==> src/rtl/interrupt_ctrl.sv <==
// Edge-detecting, maskable interrupt controller with acknowledge/service tracking
// and a small register interface (pending, mask, in-service ID, dropped-event count).
module interrupt_ctrl #(
    parameter int NUM_SRC = 4
) (
    input  logic               clk,
    input  logic               reset,
    input  logic [NUM_SRC-1:0] irq_src,
    input  logic [1:0]         reg_addr,
    input  logic [7:0]         reg_wdata,
    input  logic               reg_we,
    output logic [7:0]         reg_rdata,
    output logic               interrupt,
    input  logic               interrupt_ack
);

    typedef enum logic [1:0] {
        ST_IDLE    = 2'd0,
        ST_ASSERT  = 2'd1,
        ST_SERVICE = 2'd2
    } state_t;

    state_t             state_reg, state_next;
    logic [2:0]         active_id_reg, active_id_next;
    logic [NUM_SRC-1:0] src_q_reg;
    logic [NUM_SRC-1:0] pending_reg, pending_next;
    logic [NUM_SRC-1:0] mask_reg;
    logic [7:0]         dropped_reg, dropped_next;
    logic [7:0]         rdata_next;

    logic [NUM_SRC-1:0] event_vec;
    logic [NUM_SRC-1:0] w1c_vec;
    logic [NUM_SRC-1:0] drop_vec;
    logic [NUM_SRC-1:0] req_vec;
    logic [3:0]         drop_cnt;
    logic [8:0]         dropped_sum;
    logic [2:0]         win_id;
    logic [7:0]         pend8, mask8, active8;
    logic               unused_wdata;

    assign unused_wdata = ^reg_wdata;
    assign event_vec    = irq_src & ~src_q_reg;
    assign w1c_vec      = (reg_we && reg_addr == 2'd0) ? reg_wdata[NUM_SRC-1:0] : '0;
    assign req_vec      = pending_reg & mask_reg;

    // Set beats clear; a redundant event is one landing on a bit that stays set anyway.
    generate
        for (genvar gi = 0; gi < NUM_SRC; gi++) begin : g_bit
            assign pending_next[gi] = event_vec[gi] | (pending_reg[gi] & ~w1c_vec[gi]);
            assign drop_vec[gi]     = event_vec[gi] & pending_reg[gi] & ~w1c_vec[gi];
        end
    endgenerate

    always_comb begin
        drop_cnt = 4'd0;
        for (int i = 0; i < NUM_SRC; i++) begin
            drop_cnt = drop_cnt + {3'b000, drop_vec[i]};
        end
        dropped_sum = {1'b0, dropped_reg} + {5'b00000, drop_cnt};
        if (reg_we && reg_addr == 2'd3) begin
            dropped_next = 8'h00;
        end else if (dropped_sum[8]) begin
            dropped_next = 8'hFF;
        end else begin
            dropped_next = dropped_sum[7:0];
        end
    end

    always_comb begin
        pend8                = 8'h00;
        mask8                = 8'h00;
        pend8[NUM_SRC-1:0]   = pending_reg;
        mask8[NUM_SRC-1:0]   = mask_reg;
        active8              = (state_reg == ST_SERVICE) ? {1'b1, 4'b0000, active_id_reg} : 8'h00;
        case (reg_addr)
            2'd0:    rdata_next = pend8;
            2'd1:    rdata_next = mask8;
            2'd2:    rdata_next = active8;
            default: rdata_next = dropped_reg;
        endcase
    end

    // Lowest index wins: scan downward so the last hit is the smallest.
    always_comb begin
        win_id = 3'd0;
        for (int i = NUM_SRC - 1; i >= 0; i--) begin
            if (req_vec[i]) win_id = 3'(i);
        end
    end

    always_comb begin
        state_next     = state_reg;
        active_id_next = active_id_reg;
        case (state_reg)
            ST_IDLE: begin
                if (req_vec != '0) begin
                    state_next     = ST_ASSERT;
                    active_id_next = win_id;
                end
            end
            ST_ASSERT: begin
                if (interrupt_ack) state_next = ST_SERVICE;
            end
            ST_SERVICE: begin
                if (!pend8[active_id_reg]) state_next = ST_IDLE;
            end
            default: state_next = ST_IDLE;
        endcase
    end

    assign interrupt = (state_reg == ST_ASSERT);

    always_ff @(posedge clk) begin
        if (reset) begin
            state_reg     <= ST_IDLE;
            active_id_reg <= 3'd0;
            src_q_reg     <= '0;
            pending_reg   <= '0;
            mask_reg      <= '0;
            dropped_reg   <= 8'h00;
            reg_rdata     <= 8'h00;
        end else begin
            state_reg     <= state_next;
            active_id_reg <= active_id_next;
            src_q_reg     <= irq_src;
            pending_reg   <= pending_next;
            if (reg_we && reg_addr == 2'd1) mask_reg <= reg_wdata[NUM_SRC-1:0];
            dropped_reg   <= dropped_next;
            reg_rdata     <= rdata_next;
        end
    end

endmodule

==> config.mk <==
export PLATFORM = sky130hd
export DESIGN_NAME = interrupt_ctrl
export DESIGN_NICKNAME = d
export VERILOG_FILES = /design/src/rtl/interrupt_ctrl.sv
export SDC_FILE = /design/constraint.sdc
export NUM_CORES = 1
export LEC_CHECK = 0
export CAP_MARGIN = 20
export CORE_MARGIN = 2
export CORE_UTILIZATION = 54
export CTS_CLUSTER_DIAMETER = 80
export DETAILED_ROUTE_END_ITERATION = 10
export GPL_TIMING_DRIVEN = 0
export PLACE_DENSITY = 0.87
export SLEW_MARGIN = 20
export SYNTH_ARGS = -nofsm -noshare
export SYNTH_HDL_FRONTEND = slang
export SYNTH_SLANG_ARGS = --single-unit
==> constraint.sdc <==
create_clock -name clk -period 5.81 [get_ports clk]
set_clock_uncertainty 0.2 [all_clocks]
set_input_delay 1.4525 -clock clk [delete_from_list [all_inputs] [get_ports clk]]
set_output_delay 1.4525 -clock clk [all_outputs]
set_load 0.02 [all_outputs]
==> run_results.csv <==
group,metric,value,unit
finish,diodes,0,
setup_path,critPathMaxStageDelay,510,ps
timing,rsz0062_at_grt,"no",
logic_synthesis,avgSynthCellArea,9.439,µm²
route,wl,3098,µm
power,vdd_drop_max,0.1982,mV
clocking,cts_tree,"done",
power,p_int,0.3134,mW
setup_path,worst-setup-path-type,"input port to flop",
logic_synthesis,yosys_most_used_dff,"dfxtp_1",
finish,fin_cells,209,
timing,setup_viol,0,
finish,fill_cells,204,
power,p_clk_frac,0.318,
clocking,clk_pin_slew,100,ps
setup_path,cp_slowest_cell,"clkdlybuf4s50_1",
finish,area_growth,22.51,%
logic_synthesis,ys_async_sr_fraction,0,
place,gp_congestion,0.8581,
die,fp.dieArea,3028,µm²
grt,grt_pass1_vias,1180,
run,drv_cap,0,
route,drtIter0Drc,32,
hold_path,hp-class,"flop to flop",
die,die_h,55.03,µm
grt,grtUsageTotal,0.2443,
setup_path,start_kind,"input port",
clocking,cts_buffer_depth,2,
logic_synthesis,synth.cell_area,1406,µm²
setup_path,crit_path_cell_trace,"clkdlybuf4s50_1 -> nor3b_1 -> nand2_1 -> nand2_1 -> or2_1 -> fa_1 -> fa_1 -> inv_1 -> fa_1 -> and3_1 -> and2_4 -> nand4_4 -> a21oi_1",
logic_synthesis,postSynthCellCount,149,
power,p_sw,0.1088,mW
logic_synthesis,synth-warning-count,0,
place,port_buffers,22,
setup_path,required,5880,ps
logic_synthesis,synth-edff-count,0,
finish,final_layout_size_suffix_gt1_frac,0.08380,
timing,setup_tns,0,ps
setup_path,r2r_setup_slack,2800,ps
clocking,ctsResizeCount,0,
grt,grt_max_degree,11,
timing,timing.final.crit_period,4631,ps
setup_path,timing.rr.start,"pending_reg[0]",
power,power_leakage,0.6630,nW
setup_path,critPathArrivalTime,4700,ps
logic_synthesis,ys_ff_latch,32,
die,rows,18,
die,die_x,55.03,µm
logic_synthesis,synth.distinct_cells,37,
power,p_per_area,245.0,nW/µm²
grt,grt.busiest_layer,"met2",
route,vias_per_cell,5.852,
timing,fmax,0.2159,GHz
logic_synthesis,yosysSeqAreaShare,0.4555,
grt,grtUsageMet3,0.05914,
clocking,cts-buffers-inserted,5,
die,start_util,0.5677,
grt,grt_pass1_wl,5133,µm
logic_synthesis,syn_nets,171,
power,switching_share,0.2577,
setup_path,r2r_end,"dropped_reg[2]",
route,postRouteAntennaNets,0,
timing,slew_headroom,0.6537,
timing,final_hold_viol_count,0,
power,p_seq_frac,0.560,
hold_path,hold_depth,2,
finish,final_core_util,0.6955,
clocking,clkLatencyLatePin,330,ps
outcome,status,"finished, final reports clean",
timing,finalCritPeriodShare,0.7971,
timing,slew_violations,0,
route,dr.pass1.iters,4,
grt,grt_antenna_before_repair,0,
clocking,cts-root-buf,"clkbuf_4",
setup_path,cp_max_fo,5,
route,wl_per_cell,14.82,µm
grt,grt-ovfl-total,0,
die,ios,27,
route,drc,0,
finish,final_nets,200,
place,hpwlAfterDp,2404,µm
setup_path,path_common_cell,"fa_1",
clocking,postCtsSetupRepairBufs,0,
setup_path,reg2reg_depth,10,
grt,gr-usage-met1,0.2814,
place,post-place-cells,201,
die,core_area,2477,µm²
setup_path,end_kind,"flop",
hold_path,min_to,"active_id_reg[0]",
timing,tightestPinTransition,518.3,ps
hold_path,worstHoldStart,"active_id_reg[0]",
power,pwr-share-comb,0.122,
grt,met2_usage,0.4167,
clocking,cts_num_sinks,32,
clocking,hold_buffers,0,
route,vias,1223,
clocking,h-tree-depth,2,
[power by group through the flow]
stage	sequential [mW]	combinational (mW)	clock, mW
2_1_floorplan	0.240	0.0292	0
6_report	0.236	0.0515	0.134
3_3_place_gp	0.240	0.0483	0
4_1_cts	0.236	0.0517	0.136
3_5_place_dp	0.241	0.0516	0
5_1_grt	0.237	0.0573	0.143
[critical path: cells and delay by family]
| family | cells | cell delay (ps) |
|---|---|---|
| and+or+nand+nor | 7 | 1360 |
| adders and majority gates | 3 | 1110 |
| buffers and inverters | 2 | 590 |
| AOI/OAI and AO/OA | 1 | 170 |
[final cells by class]
class                   instances  area (µm²)  area share
plain buffers                   4       17.52     0.01017
clock buffers                   8       58.81     0.03413
inverters                       4       15.01    0.008715
multi-input cells             109       733.2      0.4256
flip-flops and latches         32       640.6      0.3718
well taps                      30       37.54     0.02179
repair buffers                 22       220.2      0.1278
[synthesized netlist by cell type (2+ instances only)]
master	n	area, µm²
inv_1	4	15.01
a22o_2	2	20.02
nand2_1	17	63.81
buf_2	2	10.01
clkbuf_1	2	7.510
nor3b_1	4	30.03
nand3_1	2	10.01
a211oi_1	2	15.01
nor2_1	16	60.06
a311oi_1	2	17.52
o21ai_0	4	20.02
nor3_1	2	10.01
or2_1	5	31.28
a31oi_1	3	18.77
nand2b_1	4	25.02
fa_1	3	60.06
mux2i_1	6	60.06
xor2_1	2	17.52
nand3b_1	2	15.01
dfxtp_1	32	640.6
nor2b_1	6	37.54
a21oi_1	12	60.06
[through the flow]
| stage | total power [mW] | cell area (µm²) | hold slack (ps) | worst slack, ps |
|---|---|---|---|---|
| 6_report | 0.4222 | 1723 | 302.6 | 1179 |
| 3_3_place_gp | 0.2882 | 1664 | 266.9 | 1034 |
| 3_5_place_dp | 0.2923 | 1664 | 286.8 | 827.9 |
| 4_1_cts | 0.4230 | 1723 | 299.3 | 1172 |
| 5_1_grt | 0.4376 | 1723 | 336.5 | 1047 |
| 2_1_floorplan | 0.2688 | 1406 | 250.1 | 1741 |
[worst max-delay path by stage]
stage | start | end | cells after the start
after detailed placement | reg_we | dropped_reg[2] | 13
after CTS | reg_we | dropped_reg[1] | 13
after floorplan | reg_addr[1] | dropped_reg[0] | 12
after global routing | reg_we | dropped_reg[0] | 13
final | reg_we | dropped_reg[2] | 13
after global placement | reg_we | dropped_reg[1] | 13
[cells by family after synthesis]
group                    share of synthesized area
flip-flops                                  0.4555
buffers and inverters                      0.02313
adder cells (fa/ha/maj)                    0.05160
XOR/XNOR                                   0.01869
AO/OA/AOI/OAI                               0.1566
AND/OR/NAND/NOR                             0.2358
multiplexers                               0.05872
[routing by layer]
layer  vias up  routed length [µm]
li1        582                   -
met1       568                1233
met2        62                1548
met3        11                 230
met4         0                  85
met5         -                   0
[placed cells by master (no fill, tap or decap), drive strengths merged, types with 2 or more instances in the layout]
| cell | instances |
|---|---|
| buf | 2 |
| nand3b | 2 |
| nor2b | 6 |
| a21oi | 13 |
| nor3b | 4 |
| nand2 | 17 |
| mux2i | 6 |
| or2 | 5 |
| a31oi | 3 |
| a311oi | 2 |
| a211oi | 2 |
| fa | 3 |
| dfxtp | 32 |
| a22o | 2 |
| o21ai | 5 |
| xor2 | 2 |
| nand2b | 4 |
| nand3 | 2 |
| inv | 4 |
| clkbuf | 10 |
| nor2 | 16 |
| clkdlybuf4s50 | 22 |
| nor3 | 2 |
No activity file was read; power rests on OpenSTA's default activity.
